`config.mk`:
```
export PLATFORM = sky130hd
export DESIGN_NAME = if_fetch_stage_flat
export DESIGN_NICKNAME = d
export VERILOG_FILES = /design/src/rtl/if_fetch_stage_pkg.sv /design/src/rtl/if_fetch_stage_if.sv /design/src/rtl/if_fetch_stage_if_id_reg.sv /design/src/rtl/if_fetch_stage.sv /design/src/flat_wrapper.sv
export SDC_FILE = /design/constraint.sdc
export NUM_CORES = 1
export LEC_CHECK = 0
export ABC_CLOCK_PERIOD_IN_PS = 2050
export CAP_MARGIN = 20
export CORE_ASPECT_RATIO = 1.2
export CORE_MARGIN = 4
export CORE_UTILIZATION = 41
export DETAILED_ROUTE_END_ITERATION = 8
export HOLD_SLACK_MARGIN = 0.06
export PLACE_DENSITY = 0.76
export SLEW_MARGIN = 25
export SYNTH_ARGS = -nofsm -noshare
export SYNTH_HDL_FRONTEND = slang
export SYNTH_HIERARCHICAL = 1
export SYNTH_SLANG_ARGS = --single-unit
```
`constraint.sdc`:
```
create_clock -name clk -period 2.05 [get_ports clk]
set_input_delay 0.3075 -clock clk [delete_from_list [all_inputs] [get_ports clk]]
set_output_delay 0.3075 -clock clk [all_outputs]
set_load 0.01 [all_outputs]
```
`src/rtl/if_fetch_stage_pkg.sv`:
```
// Shared constants and FSM encoding for the instruction-fetch stage.
package if_fetch_stage_pkg;

    localparam logic [31:0] NOP_INST = 32'h0000_0013;
    localparam logic [31:0] RESET_PC = 32'h0000_0000;

    typedef enum logic [1:0] {
        BOOT = 2'd0,
        RUN  = 2'd1,
        HALT = 2'd2
    } fetch_state_e;

endpackage

```
`src/rtl/if_fetch_stage_if.sv`:
```
// Fetch-stage bus: hazard/redirect controls, instruction memory link and IF/ID outputs.
interface if_fetch_stage_if #(
    parameter int PC_LENGTH   = 32,
    parameter int INST_LENGTH = 32
);
    logic                   stall;
    logic                   flush;
    logic                   br_taken;
    logic [PC_LENGTH-1:0]   br_target;
    logic [PC_LENGTH-1:0]   PC;
    logic [INST_LENGTH-1:0] inst_in;
    logic [PC_LENGTH-1:0]   id_pc;
    logic [PC_LENGTH-1:0]   id_pc4;
    logic [INST_LENGTH-1:0] id_inst;
    logic                   id_valid;
    logic                   misalign;
    logic                   fetch_halt;

    // The fetch stage itself is the master; the surrounding pipeline/memory is the slave.
    modport master (
        input  stall, flush, br_taken, br_target, inst_in,
        output PC, id_pc, id_pc4, id_inst, id_valid, misalign, fetch_halt
    );

    modport slave (
        output stall, flush, br_taken, br_target, inst_in,
        input  PC, id_pc, id_pc4, id_inst, id_valid, misalign, fetch_halt
    );
endinterface

```
`src/rtl/if_fetch_stage_if_id_reg.sv`:
```
// Generic pipeline register holding pc/pc4/inst/valid with hold and bubble controls.
module if_id_reg #(
    parameter int                     PC_LENGTH   = 32,
    parameter int                     INST_LENGTH = 32,
    parameter logic [INST_LENGTH-1:0] NOP_INST    = 32'h0000_0013
) (
    input  logic                   clk,
    input  logic                   rst,
    input  logic                   i_hold,
    input  logic                   i_bubble,
    input  logic [PC_LENGTH-1:0]   i_pc,
    input  logic [PC_LENGTH-1:0]   i_pc4,
    input  logic [INST_LENGTH-1:0] i_inst,
    output logic [PC_LENGTH-1:0]   o_pc,
    output logic [PC_LENGTH-1:0]   o_pc4,
    output logic [INST_LENGTH-1:0] o_inst,
    output logic                   o_valid
);

    logic [PC_LENGTH-1:0]   r_pc;
    logic [PC_LENGTH-1:0]   r_pc4;
    logic [INST_LENGTH-1:0] r_inst;
    logic                   r_valid;

    // Bubble wins over hold so a flush during a stall still squashes the held word.
    always_ff @(posedge clk) begin
        if (rst || i_bubble) begin
            r_pc    <= '0;
            r_pc4   <= '0;
            r_inst  <= NOP_INST;
            r_valid <= 1'b0;
        end else if (!i_hold) begin
            r_pc    <= i_pc;
            r_pc4   <= i_pc4;
            r_inst  <= i_inst;
            r_valid <= 1'b1;
        end
    end

    assign o_pc    = r_pc;
    assign o_pc4   = r_pc4;
    assign o_inst  = r_inst;
    assign o_valid = r_valid;

endmodule

```
`src/rtl/if_fetch_stage.sv`:
```
// Instruction-fetch stage: PC register, next-PC mux, range check, BOOT/RUN/HALT FSM and IF/ID register.
module if_fetch_stage
    import if_fetch_stage_pkg::*;
#(
    parameter int                     PC_LENGTH   = 32,
    parameter int                     INST_LENGTH = 32,
    parameter logic [PC_LENGTH-1:0]   RESET_PC    = if_fetch_stage_pkg::RESET_PC,
    parameter int                     IMEM_WORDS  = 18,
    parameter logic [INST_LENGTH-1:0] NOP_INST    = if_fetch_stage_pkg::NOP_INST
) (
    input logic              clk,
    input logic              rst,
    if_fetch_stage_if.master bus
);

    localparam logic [PC_LENGTH:0] IMEM_BYTES = (PC_LENGTH+1)'(IMEM_WORDS) << 2;

    fetch_state_e         r_state;
    logic [PC_LENGTH-1:0] r_pc;
    logic                 r_misalign;

    logic [PC_LENGTH-1:0] w_pcPlus4;
    logic [PC_LENGTH-1:0] w_brAligned;
    logic                 w_pcInRange;
    logic                 w_tgtInRange;
    logic                 w_hold;
    logic                 w_bubble;

    assign w_pcPlus4    = r_pc + PC_LENGTH'(4);
    assign w_brAligned  = {bus.br_target[PC_LENGTH-1:2], 2'b00};
    assign w_pcInRange  = {1'b0, r_pc} < IMEM_BYTES;
    assign w_tgtInRange = {1'b0, w_brAligned} < IMEM_BYTES;

    // IF/ID only captures in RUN on a clean, in-range, unstalled, unflushed cycle.
    always_comb begin
        w_hold   = 1'b0;
        w_bubble = 1'b1;
        if (r_state == RUN && !bus.br_taken) begin
            if (bus.stall) begin
                w_hold   = !bus.flush;
                w_bubble = bus.flush;
            end else if (w_pcInRange && !bus.flush) begin
                w_bubble = 1'b0;
            end
        end
    end

    always_ff @(posedge clk) begin
        if (rst) begin
            r_pc       <= RESET_PC;
            r_state    <= BOOT;
            r_misalign <= 1'b0;
        end else begin
            r_misalign <= 1'b0;
            case (r_state)
                BOOT: r_state <= RUN;
                RUN: begin
                    if (bus.br_taken) begin
                        r_pc       <= w_brAligned;
                        r_misalign <= |bus.br_target[1:0];
                    end else if (bus.stall) begin
                        r_pc <= r_pc;
                    end else if (!w_pcInRange) begin
                        r_state <= HALT;
                    end else begin
                        r_pc <= w_pcPlus4;
                    end
                end
                HALT: begin
                    // Only a redirect that lands inside the program can wake the stage.
                    if (bus.br_taken && w_tgtInRange) begin
                        r_pc       <= w_brAligned;
                        r_misalign <= |bus.br_target[1:0];
                        r_state    <= RUN;
                    end
                end
                default: r_state <= BOOT;
            endcase
        end
    end

    if_id_reg #(
        .PC_LENGTH  (PC_LENGTH),
        .INST_LENGTH(INST_LENGTH),
        .NOP_INST   (NOP_INST)
    ) u_if_id_reg (
        .clk     (clk),
        .rst     (rst),
        .i_hold  (w_hold),
        .i_bubble(w_bubble),
        .i_pc    (r_pc),
        .i_pc4   (w_pcPlus4),
        .i_inst  (bus.inst_in),
        .o_pc    (bus.id_pc),
        .o_pc4   (bus.id_pc4),
        .o_inst  (bus.id_inst),
        .o_valid (bus.id_valid)
    );

    assign bus.PC         = r_pc;
    assign bus.misalign   = r_misalign;
    assign bus.fetch_halt = (r_state == HALT);

endmodule

```
`src/flat_wrapper.sv`:
```
// flat-port wrapper written by rule: the top's interface ports become plain ports
module if_fetch_stage_flat import if_fetch_stage_pkg::*;
#(
    parameter int                     PC_LENGTH   = 32,
    parameter int                     INST_LENGTH = 32,
    parameter logic [PC_LENGTH-1:0]   RESET_PC    = if_fetch_stage_pkg::RESET_PC,
    parameter int                     IMEM_WORDS  = 18,
    parameter logic [INST_LENGTH-1:0] NOP_INST    = if_fetch_stage_pkg::NOP_INST
)
  (clk, rst, bus_stall, bus_flush, bus_br_taken, bus_br_target, bus_inst_in, bus_PC, bus_id_pc, bus_id_pc4, bus_id_inst, bus_id_valid, bus_misalign, bus_fetch_halt);
  if_fetch_stage_if #(.PC_LENGTH(PC_LENGTH), .INST_LENGTH(INST_LENGTH)) bus_i ();
  input logic clk;
  input logic rst;
  input wire logic [$bits(bus_i.stall)-1:0] bus_stall;
  input wire logic [$bits(bus_i.flush)-1:0] bus_flush;
  input wire logic [$bits(bus_i.br_taken)-1:0] bus_br_taken;
  input wire logic [$bits(bus_i.br_target)-1:0] bus_br_target;
  input wire logic [$bits(bus_i.inst_in)-1:0] bus_inst_in;
  output wire logic [$bits(bus_i.PC)-1:0] bus_PC;
  output wire logic [$bits(bus_i.id_pc)-1:0] bus_id_pc;
  output wire logic [$bits(bus_i.id_pc4)-1:0] bus_id_pc4;
  output wire logic [$bits(bus_i.id_inst)-1:0] bus_id_inst;
  output wire logic [$bits(bus_i.id_valid)-1:0] bus_id_valid;
  output wire logic [$bits(bus_i.misalign)-1:0] bus_misalign;
  output wire logic [$bits(bus_i.fetch_halt)-1:0] bus_fetch_halt;
  assign bus_i.stall = bus_stall;
  assign bus_i.flush = bus_flush;
  assign bus_i.br_taken = bus_br_taken;
  assign bus_i.br_target = bus_br_target;
  assign bus_i.inst_in = bus_inst_in;
  assign bus_PC = bus_i.PC;
  assign bus_id_pc = bus_i.id_pc;
  assign bus_id_pc4 = bus_i.id_pc4;
  assign bus_id_inst = bus_i.id_inst;
  assign bus_id_valid = bus_i.id_valid;
  assign bus_misalign = bus_i.misalign;
  assign bus_fetch_halt = bus_i.fetch_halt;
  if_fetch_stage #(.PC_LENGTH(PC_LENGTH), .INST_LENGTH(INST_LENGTH), .RESET_PC(RESET_PC), .IMEM_WORDS(IMEM_WORDS), .NOP_INST(NOP_INST)) u_core (.clk(clk), .rst(rst), .bus(bus_i));
endmodule
```
# [After elaboration in Yosys (flattened, before gate mapping)]
# Index checks and enable logic that the tools add are counted.
[classes] n_reduce_logical=11 n_addsub=1 magnitude_cmp=2 eq_ne=8 n_mux=18
[op_table] op="2-to-1 mux 32 bit" count=4
[op_table] op="< comparator 32 x 7 -> 1 bit (second input constant)" count=2
[op_table] op="case mux 32 bit (2 select lines)" count=1
[op_table] op="adder 32 x 3 -> 32 bit (second input constant)" count=1
[op_table] op="2-to-1 mux 2 bit" count=4
[op_table] op="AND reduction 4 bit" count=2
[op_table] op="2-to-1 mux 1 bit" count=7
[op_table] op="inequality test 2 bit (second input constant)" count=3
[op_table] op="case mux 2 bit (3 select lines)" count=1
[op_table] op="logical AND 1 bit" count=3
[op_table] op="inequality test 3 x 2 -> 1 bit (second input constant)" count=1
[op_table] op="inequality test 3 bit (second input constant)" count=1
[op_table] op="equality test 2 x 1 -> 1 bit (second input constant)" count=1
[op_table] op="equality test 2 bit (second input constant)" count=1
[op_table] op="zero test 1 bit" count=2
[op_table] op="zero test 2 bit" count=1
[op_table] op="inequality test 2 x 1 -> 1 bit (second input constant)" count=1
[op_table] op="case mux 1 bit (2 select lines)" count=1
[op_table] op="nonzero test 2 bit" count=1
[op_table] op="OR reduction 2 bit" count=1
[op_table] op="logical OR 1 bit" count=1
[word_totals] register_bits=132 elab_cells=47 inputBits=69 output_inout_bits=131

# [Longest topological paths before layout]
# Gate-level depths: netlist (run 1).
[depth] ltp_word=6 depth_mapped=10

# [Modules after synthesis]
# The synthesis (run 1) kept the hierarchy.
[modules_own_cells] module="if_id_reg" area_each_um2=3482.1 cells_per_inst=315 seq_area_each_um2=1941.9 instances=1
[modules_own_cells] module="if_fetch_stage" area_each_um2=2387.3 cells_per_inst=311 seq_area_each_um2=660.6 instances=1

# [Worst setup path before layout (run 1)]
# OpenSTA, ideal clock, no wires.
[synth_path] kind="register to register" startpoint="reg u_core.r_pc[3] (netlist: u_core/bus.PC[3])" endpoint="reg u_core.u_if_id_reg.r_pc4[24] (netlist: u_core/u_if_id_reg/o_pc4[24])" period_less_slack_ps=2066 stages_incl_launch_ff=9 slack_ps=-16 n_path_buf=0 arrival_ps=1952 setup_time_ps=114 path_cell_list="dfxtp_1 -> ha_1 -> nand3_1 -> or3_1 -> nor3_1 -> nand4_1 -> xnor2_1 -> mux2i_1 -> nor2_1"
[synth_via] word_cells_on_any_way=7
[synth_rtl] item="start: declaration" line="if_fetch_stage.sv:19" source="logic [PC_LENGTH-1:0] r_pc;"
[synth_rtl] item="start signal: assignment" line="if_fetch_stage.sv:59" source="r_pc <= w_brAligned;"
[synth_rtl] item="start signal: assignment" line="if_fetch_stage.sv:62" source="r_pc <= r_pc;"
[synth_rtl] item="start signal: assignment" line="if_fetch_stage.sv:66" source="r_pc <= w_pcPlus4;"
[synth_rtl] item="adder 32 x 3 -> 32 bit" line="if_fetch_stage.sv:29" source="assign w_pcPlus4 = r_pc + PC_LENGTH'(4);"
[synth_rtl] item="named net u_core.w_pcPlus4[24]" line="if_fetch_stage.sv:22" source="logic [PC_LENGTH-1:0] w_pcPlus4;"
[synth_rtl] item="end signal: assignment" line="if_fetch_stage_if_id_reg.sv:34" source="r_pc4 <= i_pc4;"
[synth_rtl] item="end: declaration" line="if_fetch_stage_if_id_reg.sv:21" source="logic [PC_LENGTH-1:0] r_pc4;"
# The timed path passes the listed nets, and every way through them passes these cells.
# A chain may end at the register's enable or synchronous reset.

# [Final worst setup path (run 1)]
[layout_path] startpoint="reg u_core.r_pc[10] (netlist: u_core/bus.PC[10])" endpoint="reg u_core.r_pc[19] (netlist: u_core/bus.PC[19])"
[layout_via] elab_chain_cells=5 word_cells_on_any_way=8
[layout_rtl] item="adder 32 x 3 -> 32 bit" line="if_fetch_stage.sv:29"
[layout_rtl] item="named net u_core.w_pcPlus4[19]" line="if_fetch_stage.sv:22"
[layout_rtl] item="2-to-1 mux 32 bit" line="if_fetch_stage.sv:63" source="end else if (!w_pcInRange) begin"
[layout_rtl] item="2-to-1 mux 32 bit" line="if_fetch_stage.sv:61" source="end else if (bus.stall) begin"
[layout_rtl] item="2-to-1 mux 32 bit" line="if_fetch_stage.sv:58" source="if (bus.br_taken) begin"
[layout_rtl] item="case mux 32 bit (2 select lines)" line="if_fetch_stage.sv:55" source="case (r_state)"
# The timed path passes the listed nets, and every way through them passes these cells. The select of a mux whose other input is x is not followed.

==> run metrics, run 1 <==
final core occ 0.670; Cell Rows 47; CTS sink count 130; maximum VDD drop 513 uV; largest net degree at the start of global routing 39; PD cells 1110 mW/mm^2; hold slack 0.453 ns; WL final 18.7 mm; Area Growth Syn to Fin 59.1%; Leak 3.36 nW; Worst slew margin 0.605; Switching Power 3.23 mW; number of buffers created by CTS 17; Via-to-Cell Ratio 5.27; crit path cell chain nand4_4 > nor4_4 > buf_4 > nand4_1 > xnor2_1 > o211ai_1 > a21oi_1; DRC viols 0; die height ~140 um; most frequent cells in the layout clkdlybuf4s50_1 (197), dfxtp_1 (125), nor2_1 (111); most common cell after layout, fill and taps aside clkdlybuf4s50_1; combinational share of power 0.355; setup TNS 0 ns; critical path launch point type flop; Reg power frac 0.289; vias in the first global route 5659; router iterations before antenna repair 5; global routing's busiest layer met2; outcome complete, no violations; fin crit period 2.04 ns; FILL cells 1085; Worst R2R Path Depth 7; met2 global-route usage 0.390; Net Sw Frac 0.311; final setup violation count 0; max cap viols 0; Max clock buf depth 2; worst setup margin 0.0138 ns; post-DP HPWL between 10 and 15 mm; worst-skew pair later-pin latency 0.41 ns; synthesized area 0.00587 mm^2; unrepaired setup endpoints after global routing yes; YS warnings 6; Starting Density 0.421; Ant. Diodes 0; delay-heaviest family, CP simple AND/OR/NAND/NOR gates; Synth cell types 48; port buffer count 197; worst slack at placement -0.507 ns; post-cts hold buffer count 0; worst-margin pin slew approximately 0.6 ns; Die Area 0.0163 mm^2; sequential area share after synthesis 0.443; vias post-DR between 5000 and 6000; first-pass GRT wire length 29.1 mm; Avg Inst Size Synth between 9 and 10 um^2; worst hold stages 2; total congestion overflow 0; antenna-violating nets left 0; CTS tree yes; Buf/Inv on CP 1; max incr delay on CP 0.44 ns; Slew Limit Fails 0; cell depth of the worst setup path 7; CP max-delay cell dfxtp_1; core area 0.0139 mm^2; met3 Use GR 0.0445; Worst-path clk slew 0.06 ns; WP data arrival 2.37 ns; post-synthesis register bit count 130; met1 usage 0.269; Setup Crit Path Kind reg -> reg; GP Congestion 0.915; fraction of layout cells with a size suffix above 1 0.183; class of the worst hold path reg -> reg; Pint roughly 7.2 mW; Clock Skew 0.00927 ns; Nets between 900 and 1000; htree depth 4; f_max just under 500 MHz; Tot GR Track Use 0.225; Critical Path RT 2.39 ns; Final period util 0.993; Root Driver clkbuf_16; io pins 200; initial antenna violation count 0; Fin. Hold Viols 0; DR WL/cell 17.6 um; crit-path max FO 5; Clock power frac 0.355; Die Wd 117 um; CP Capture Type flop; iteration-0 DRC count of the detailed router 534; post-synthesis cell count 626
## tightest hold or removal path: cells and delay by family, from the launching register on
kind	cells	cell delay (ns)
compound gates	1	0.05
buf+inv	1	0.05
flops	1	0.30
## cell usage after synthesis (all sizes together)
library cell | number | area (um^2)
or3 | 2 | 12.5
clkbuf | 17 | 63.8
nor4 | 15 | 115
nor2 | 123 | 494
nand2b | 6 | 37.5
inv | 6 | 22.5
o41ai | 1 | 8.76
o21a | 3 | 22.5
o211ai | 6 | 45.0
mux2i | 97 | 971
a22oi | 2 | 15.0
o31a | 2 | 17.5
a311oi | 1 | 8.76
nand2 | 47 | 176
o31ai | 5 | 47.5
o32ai | 4 | 65.1
and4 | 5 | 43.8
a21oi | 21 | 105
xor2 | 11 | 96.3
ha | 5 | 62.6
nand4 | 8 | 56.3
o221ai | 1 | 15.0
buf | 30 | 244
nor4b | 1 | 15.0
nand3 | 23 | 115
o221a | 2 | 22.5
conb | 1 | 3.75
nand4b | 1 | 8.76
nor2b | 2 | 12.5
o21ai | 7 | 35.0
and3 | 2 | 12.5
and2 | 6 | 37.5
dfxtp | 130 | 2600
xnor2 | 17 | 149
a32o | 2 | 20.0
or2 | 2 | 12.5
a31oi | 1 | 6.26
nor3 | 11 | 70.1
## metrics by stage
stage	total power [mW]	instances	area (um^2)
2_1_floorplan	4.87	631	5890
3_5_place_dp	6.41	1032	8480
5_1_grt	10.8	1064	9340
6_report	10.4	1064	9340
4_1_cts	10.2	1064	9210
3_3_place_gp	6.32	1032	8480
## layer usage
layer / part of all wire / up-vias
li1: - / 2670
met1: 0.40 / 2668
met2: 0.52 / 238
met3: 0.063 / 33
met4: 0.021 / 0
met5: 0 / -
## what timing repair did
item,4_1_cts,5_1_grt
endpoints found under the setup margin,26,128
setup buffers,0,1
pin swaps,3,5
resized for setup,4,29
## cell families after synthesis
family          Yosys count  synth area share
xor+xnor                 28            0.0418
mux                      97             0.165
compound gates           58            0.0740
buf+inv                  53            0.0563
fa+ha+maj                 5            0.0107
other cells               1          0.000639
simple gates            254             0.208
flops                   130             0.443
## worst paths after layout
| kind | endpoint | slack, ns | from |
|---|---|---|---|
| worst max-delay path | u_core/bus.PC[19]$_SDFFE_PP0P_ | 0.01 | u_core/bus.PC[10]$_SDFFE_PP0P_ |
| worst min-delay path | u_core/u_if_id_reg/o_valid$_SDFFE_PP0N_ | 0.45 | u_core/u_if_id_reg/o_valid$_SDFFE_PP0N_ |
| worst max register to register | u_core/bus.PC[19]$_SDFFE_PP0P_ | 0.01 | u_core/bus.PC[10]$_SDFFE_PP0P_ |
| worst min register to register | u_core/u_if_id_reg/o_valid$_SDFFE_PP0N_ | 0.45 | u_core/u_if_id_reg/o_valid$_SDFFE_PP0N_ |
## power by group through the flow
stage | logic (mW) | clock network, mW | registers, mW
detailed placement | 3.39 | 0 | 3.02
finish | 3.69 | 3.70 | 3.01
floorplan | 1.67 | 0 | 3.20
global placement | 3.32 | 0 | 3.00
global route | 3.95 | 3.86 | 3.03
CTS | 3.44 | 3.75 | 2.97
## sequential cells by signal, indices dropped and copies added, names as in the netlist
| signal | count |
|---|---|
| u_core/bus.PC | 30 |
| u_core/u_if_id_reg/o_pc | 32 |
| u_core/bus.misalign | 1 |
| u_core/u_if_id_reg/o_pc4 | 32 |
| u_core/u_if_id_reg/o_inst | 32 |
| u_core/u_if_id_reg/o_valid | 1 |
| u_core/r_state | 2 |
## area by class of cell
type                       instances  area [um^2]  area share
clock buffer                      19          443      0.0474
clock inverter                    13          280      0.0300
inverter                           6         22.5     0.00241
multi-input combinational        448         3080       0.329
sequential                       130         2610       0.279
tap                              171          214      0.0229
timing repair buffer             277         2690       0.288
(Power assumes the default switching activity.)
==> run 2: changes to the inputs <==
--- a/config.mk
+++ b/config.mk
@@ -5,14 +5,14 @@
 export SDC_FILE = /design/constraint.sdc
 export NUM_CORES = 1
 export LEC_CHECK = 0
-export ABC_CLOCK_PERIOD_IN_PS = 2050
+export ABC_CLOCK_PERIOD_IN_PS = 2200
 export CAP_MARGIN = 20
 export CORE_ASPECT_RATIO = 1.2
 export CORE_MARGIN = 4
-export CORE_UTILIZATION = 41
+export CORE_UTILIZATION = 46
 export DETAILED_ROUTE_END_ITERATION = 8
 export HOLD_SLACK_MARGIN = 0.06
-export PLACE_DENSITY = 0.76
+export PLACE_DENSITY = 0.81
 export SLEW_MARGIN = 25
 export SYNTH_ARGS = -nofsm -noshare
 export SYNTH_HDL_FRONTEND = slang
==> constraint.sdc (replaced) <==
create_clock -name clk -period 2.2 [get_ports clk]
set_input_delay 0.33 -clock clk [delete_from_list [all_inputs] [get_ports clk]]
set_output_delay 0.33 -clock clk [all_outputs]
set_load 0.01 [all_outputs]
==> run metrics, run 2 (synthesis gave the netlist of run 1 again) <==
outcome complete, no violations; worst-skew pair later-pin latency 0.41 ns (about the same); Final period util 0.963 (-0.0300); Net Sw Frac 0.340 (+0.0292); Worst R2R Path Depth 8 (+1); post-DP HPWL 13.7 mm (-1.5%); Critical Path RT 2.54 ns (+0.15 ns); vias post-DR 5587 (-0.39%); combinational share of power 0.379 (+0.024); crit path from u_core/bus.PC[8]$_SDFFE_PP0P_; Switching Power 3.02 mW (-6.3%); iteration-0 DRC count of the detailed router 378 (-29%); CTS tree yes; core area 0.0123 mm^2 (-12%); FILL cells 858 (-21%); DRC viols 0 (unchanged); antenna-violating nets left 0 (unchanged); Ant. Diodes 0 (unchanged); Tot GR Track Use 0.246 (+0.0211); Die Wd 111 um (-5.2%); Root Driver clkbuf_16; worst r2r dst u_core/u_if_id_reg/o_pc4[26]$_SDFFE_PP0N_; worst setup margin 0.0808 ns (+0.0670 ns); CP max-delay cell or3_4; Worst slew margin 0.614 (+0.00892); port buffer count 197 (unchanged); final setup violation count 0 (unchanged); Via-to-Cell Ratio 5.39 (+2.2%); worst slack at placement -0.289 ns (+0.218 ns); f_max 472 MHz (-3.9%); Final Non-Filler Cells 1037 (-2.5%); most frequent cells in the layout clkdlybuf4s50_1 (197), dfxtp_1 (129), nor2_1 (111); largest net degree at the start of global routing 48 (+23%); CTS sink count 130 (unchanged); vias in the first global route 5683 (+0.42%); Cell Rows 44 (-6.4%); max cap viols 0 (unchanged); fraction of layout cells with a size suffix above 1 0.160 (-0.0227); Power Total 8.90 mW (-14%); router iterations before antenna repair 7 (+2); Starting Density 0.478 (+0.0570); r2r setup slk 0.08 ns (+0.07 ns); Placed Area 0.00833 mm^2 (-1.7%); hold slack 0.463 ns (+0.00954 ns); CP Capture Type flop; Leak 3.18 nW (-5.3%); max incr delay on CP 0.52 ns (+0.08 ns); htree depth 4 (unchanged); GP Congestion 0.939 (+2.7%); crit-path max FO 5 (unchanged); maximum VDD drop 548 uV (+7.0%); Setup Crit Path Kind reg -> reg; Fin. Hold Viols 0 (unchanged); DR WL/cell 18.0 um (+2.1%); PD cells 988 mW/mm^2 (-11%); Worst-path clk slew 0.05 ns (about the same); initial antenna violation count 0 (unchanged); class of the worst hold path reg -> reg; Worst R2R Start u_core/bus.PC[8]$_SDFFE_PP0P_; WP data arrival 2.46 ns (+0.09 ns); Slew Limit Fails 0 (unchanged); critical path launch point type flop; Reg power frac 0.312 (+0.023); fin area 0.00901 mm^2 (-3.5%); Pint 5.88 mW (-18%); first-pass GRT wire length 29.4 mm (+0.99%); WL final 18.6 mm (-0.48%); Nets 938 (-1.7%); total congestion overflow 0 (unchanged); Worst Setup EP u_core/u_if_id_reg/o_pc4[26]$_SDFFE_PP0N_; Die Area 0.0146 mm^2 (-10%); crit path cell chain nand3_1 > or3_4 > nor3_1 > buf_4 > and3_1 > xor2_1 > mux2i_1 > nor2_1; Clock power frac 0.309 (-0.046); most common cell after layout, fill and taps aside clkdlybuf4s50_1; io pins 200 (unchanged); die height 132 um (-5.3%); unrepaired setup endpoints after global routing no; # placed instances 1005 (-2.6%); number of buffers created by CTS 17 (unchanged); worst-margin pin slew 0.579 ns (-0.0134 ns); Area Growth Syn to Fin 53.5%; Max clock buf depth 2 (unchanged); fin crit period 2.12 ns (+0.0830 ns); Clock Skew 0.0126 ns (+0.00334 ns)
## run 2: how the worst min path moves through the flow
stage | start | endpoint | slack, ns | cells past startpoint
floorplan | rst | u_core/u_if_id_reg/o_inst[0]$_SDFFE_PP1N_ | 0.44 | 2
global placement | u_core/u_if_id_reg/o_valid$_SDFFE_PP0N_ | u_core/u_if_id_reg/o_valid$_SDFFE_PP0N_ | 0.44 | 2
detailed placement | u_core/u_if_id_reg/o_valid$_SDFFE_PP0N_ | u_core/u_if_id_reg/o_valid$_SDFFE_PP0N_ | 0.45 | 2
CTS | u_core/u_if_id_reg/o_valid$_SDFFE_PP0N_ | u_core/u_if_id_reg/o_valid$_SDFFE_PP0N_ | 0.46 | 2
global route | u_core/u_if_id_reg/o_valid$_SDFFE_PP0N_ | u_core/u_if_id_reg/o_valid$_SDFFE_PP0N_ | 0.48 | 2
finish | u_core/u_if_id_reg/o_valid$_SDFFE_PP0N_ | u_core/u_if_id_reg/o_valid$_SDFFE_PP0N_ | 0.46 | 2
## run 2: layer usage
metal  track usage  vias up  routed length, um
met5             0        -                  0
met3        0.0574       41               1370
met1         0.285     2642               7120
met4        0.0994        0                472
met2         0.437      273               9670
li1              -     2631                  -
## run 2: power by group through the flow
stage          logic (mW)  clock network (mW)  registers [mW]
2_1_floorplan        1.56                   0            2.98
3_3_place_gp         3.08                   0            2.79
3_5_place_dp         3.15                   0            2.80
4_1_cts              3.21                2.79            2.76
5_1_grt              3.58                2.89            2.80
6_report             3.37                2.75            2.78
## run 2: final cells by class
type | count | area (um^2) | share of cell area
clock buffer | 17 | 425 | 0.0472
tap | 161 | 201 | 0.0224
clock inverter | 14 | 153 | 0.0169
multi-input combinational | 448 | 3050 | 0.339
timing repair buffer | 261 | 2550 | 0.283
inverter | 6 | 22.5 | 0.00250
sequential | 130 | 2600 | 0.289
## run 2: metrics by stage
step / utilization / setup TNS [ns]
floorplan: - / 0
global placement: 0.679 / -3.45
detailed placement: 0.679 / -5.69
CTS: 0.726 / 0
global route: 0.734 / 0
finish: 0.734 / 0
## run 2: repair_timing
item / 4_1_cts / 5_1_grt
resized for setup: 1 / 19
hold buffers: 0 / 0
pin swaps: 0 / 4
hold endpoints to repair: 0 / 0
endpoints found under the setup margin: 14 / 110
buffers inserted: 0 / 1
## run 2: worst max-delay path: cells and delay by family, from the launching register on
family,cells,cell delay [ns]
simple gates,5,1.26
flops,1,0.37
buf+inv,1,0.18
xor+xnor,1,0.16
mux,1,0.09
==> run 3: changes to the inputs <==
--- a/config.mk
+++ b/config.mk
@@ -11,6 +11,7 @@
 export CORE_MARGIN = 4
 export CORE_UTILIZATION = 46
 export DETAILED_ROUTE_END_ITERATION = 8
+export GPL_TIMING_DRIVEN = 0
 export HOLD_SLACK_MARGIN = 0.06
 export PLACE_DENSITY = 0.81
 export SLEW_MARGIN = 25
==> run metrics, run 3 (synthesis gave the netlist of run 1 again) <==
Setup Crit Path Kind reg -> reg; Final Non-Filler Cells 1026 (-1.1%); CTS tree yes; fraction of layout cells with a size suffix above 1 0.164 (+0.00434); Worst R2R Start u_core/bus.PC[8]$_SDFFE_PP0P_; CP Capture Type flop; Slew Limit Fails 0 (unchanged); outcome finished with violations; Root Driver clkbuf_16; Area Growth Syn to Fin 53.8%; total congestion overflow 0 (unchanged); Max clock buf depth 2 (unchanged); worst-skew pair later-pin latency 0.41 ns (about the same); io pins 200 (unchanged); Multi-input gate area 0.00320 mm^2 (+4.8%); Worst-path clk slew 0.06 ns (about the same); r2r setup slk -0.04 ns (-0.12 ns); antenna-violating nets left 0 (unchanged); die height 132 um (unchanged); failing checks negative setup slack; worst slack at placement -0.476 ns (-0.188 ns); Ant. Diodes 0 (unchanged); worst setup margin -0.0354 ns (-0.116 ns); initial antenna violation count 0 (unchanged); Tot GR Track Use 0.253 (+0.00713); CTS sink count 130 (unchanged); most common cell after layout, fill and taps aside clkdlybuf4s50_1; Hold Path End u_core/u_if_id_reg/o_valid$_SDFFE_PP0N_; Die Wd 111 um (unchanged); maximum VDD drop 758 uV (+38%); f_max 447 MHz (-5.2%); Leak 3.14 nW (-1.2%); GP Congestion 0.908 (-3.3%); Via-to-Cell Ratio 5.63 (+4.4%); htree depth 4 (unchanged); worst r2r dst u_core/bus.PC[12]$_SDFFE_PP0P_; DRC viols 0 (unchanged); vias post-DR 5772 (+3.3%); worst hold stages 2 (unchanged); Worst slew margin 0.386 (-0.228); core area 0.0123 mm^2 (unchanged); PD cells 1010 mW/mm^2 (+2.7%); max cap viols 0 (unchanged); router iterations before antenna repair 6 (-1); FILL cells 846 (-1.4%); crit-path max FO 7 (+2); Worst R2R Path Depth 9 (+1); fin crit period 2.24 ns (+0.116 ns); Clock Skew 0.0101 ns (-0.00250 ns); worst-margin pin slew 0.918 ns (+0.339 ns); number of buffers created by CTS 17 (unchanged); vias in the first global route 5784 (+1.8%); WL final 19.7 mm (+5.9%); Cell Rows 44 (unchanged); port buffer count 197 (unchanged); first-pass GRT wire length 29.9 mm (+1.6%); DR WL/cell 19.2 um (+7.1%); crit path from u_core/bus.PC[8]$_SDFFE_PP0P_; hold path startpoint u_core/u_if_id_reg/o_valid$_SDFFE_PP0N_; WP data arrival 2.55 ns (+0.09 ns); Nets 929 (-0.96%); class of the worst hold path reg -> reg; critical path launch point type flop; unrepaired setup endpoints after global routing yes; iteration-0 DRC count of the detailed router 508 (+34%); Fin. Hold Viols 0 (unchanged); Critical Path RT 2.51 ns (-0.03 ns); post-DP HPWL 14.2 mm (+4.0%); FF+latch area 0.00262 mm^2 (+0.58%); most frequent cells in the layout clkdlybuf4s50_1 (197), dfxtp_1 (117), nor2_1 (110); Final period util 1.02 (+0.0528); Die Area 0.0146 mm^2 (unchanged); final setup violation count 2 (+2); Starting Density 0.478 (unchanged); post-cts hold buffer count 0 (unchanged); # placed instances 989 (-1.6%); largest net degree at the start of global routing 17 (-65%)
run 3: changes by cell type in the layout (fill, tap and decap cells not counted), moves of 4 or more:
cell,before,now
dfxtp_2,1,13
clkbuf_1,0,9
clkbuf_4,0,5
buf_8,0,5
buf_4,56,10
nor4_2,5,1
inv_6,5,0
clkbuf_2,0,4
nor4_4,2,6
buf_12,8,0
buf_6,0,15
buf_2,0,9
dfxtp_1,129,117
run 3: report_power, final:
group          internal, mW  leakage, nW  switching (mW)  total [mW]
sequential             2.60         1.06           0.421        3.02
clock                  1.70        0.269           0.954        2.66
combinational          1.71         1.82            1.78        3.49
run 3: per-stage QoR:
stage                     instance area, um^2  TNS, ns  utilization  total power [mW]  hold WS [ns]
after CTS                                8780        0        0.715              8.65         0.472
after detailed placement                 8060   -34.35        0.657              5.64         0.464
after floorplan                          5890        0            -              4.54         0.439
after global placement                   8060   -30.24        0.657              5.57         0.439
after global routing                     9030   -0.783        0.735              9.50         0.490
final                                    9030  -0.0587        0.735              9.16         0.470
run 3: timing repair:
action / in CTS / in global routing
gates resized for setup: 29 / 77
setup buffers: 4 / 2
pin swaps: 8 / 21
endpoints found under the setup margin: 127 / 126
gates cloned: 2 / 2
run 3: layout make-up:
type,count,area share
multi-input combinational,449,0.354
sequential,130,0.290
timing repair buffer,206,0.229
clock buffer,23,0.0518
buffer,45,0.0413
tap,161,0.0223
clock inverter,6,0.00915
inverter,6,0.00249
run 3: how the worst max path moves through the flow:
stage          slack [ns]                                         to
2_1_floorplan        0.13  u_core/u_if_id_reg/o_pc4[24]$_SDFFE_PP0N_
3_3_place_gp        -0.47             u_core/bus.PC[20]$_SDFFE_PP0P_
3_5_place_dp        -0.48             u_core/bus.PC[18]$_SDFFE_PP0P_
4_1_cts             0.004              u_core/bus.PC[2]$_SDFFE_PP0P_
5_1_grt             -0.07             u_core/bus.PC[12]$_SDFFE_PP0P_
6_report            -0.04             u_core/bus.PC[12]$_SDFFE_PP0P_
run 3: metal layers:
layer,GRT usage,wire (um),vias to the layer above
met5,0,0,-
met4,0.116,820,0
met3,0.0583,1650,85
met2,0.453,10100,349
met1,0.285,7200,2720
li1,-,-,2618
run 3: worst max-delay path, cell delays in order, from the launching register on:
cell and delay (ns):
dfxtp_1 0.34, clkbuf_4 0.19, nor4_2 0.16, nand4_1 0.15, buf_6 0.16, nor4b_4 0.34
o221a_4 0.32, clkbuf_16 0.16, o211ai_1 0.09, a21oi_1 0.21
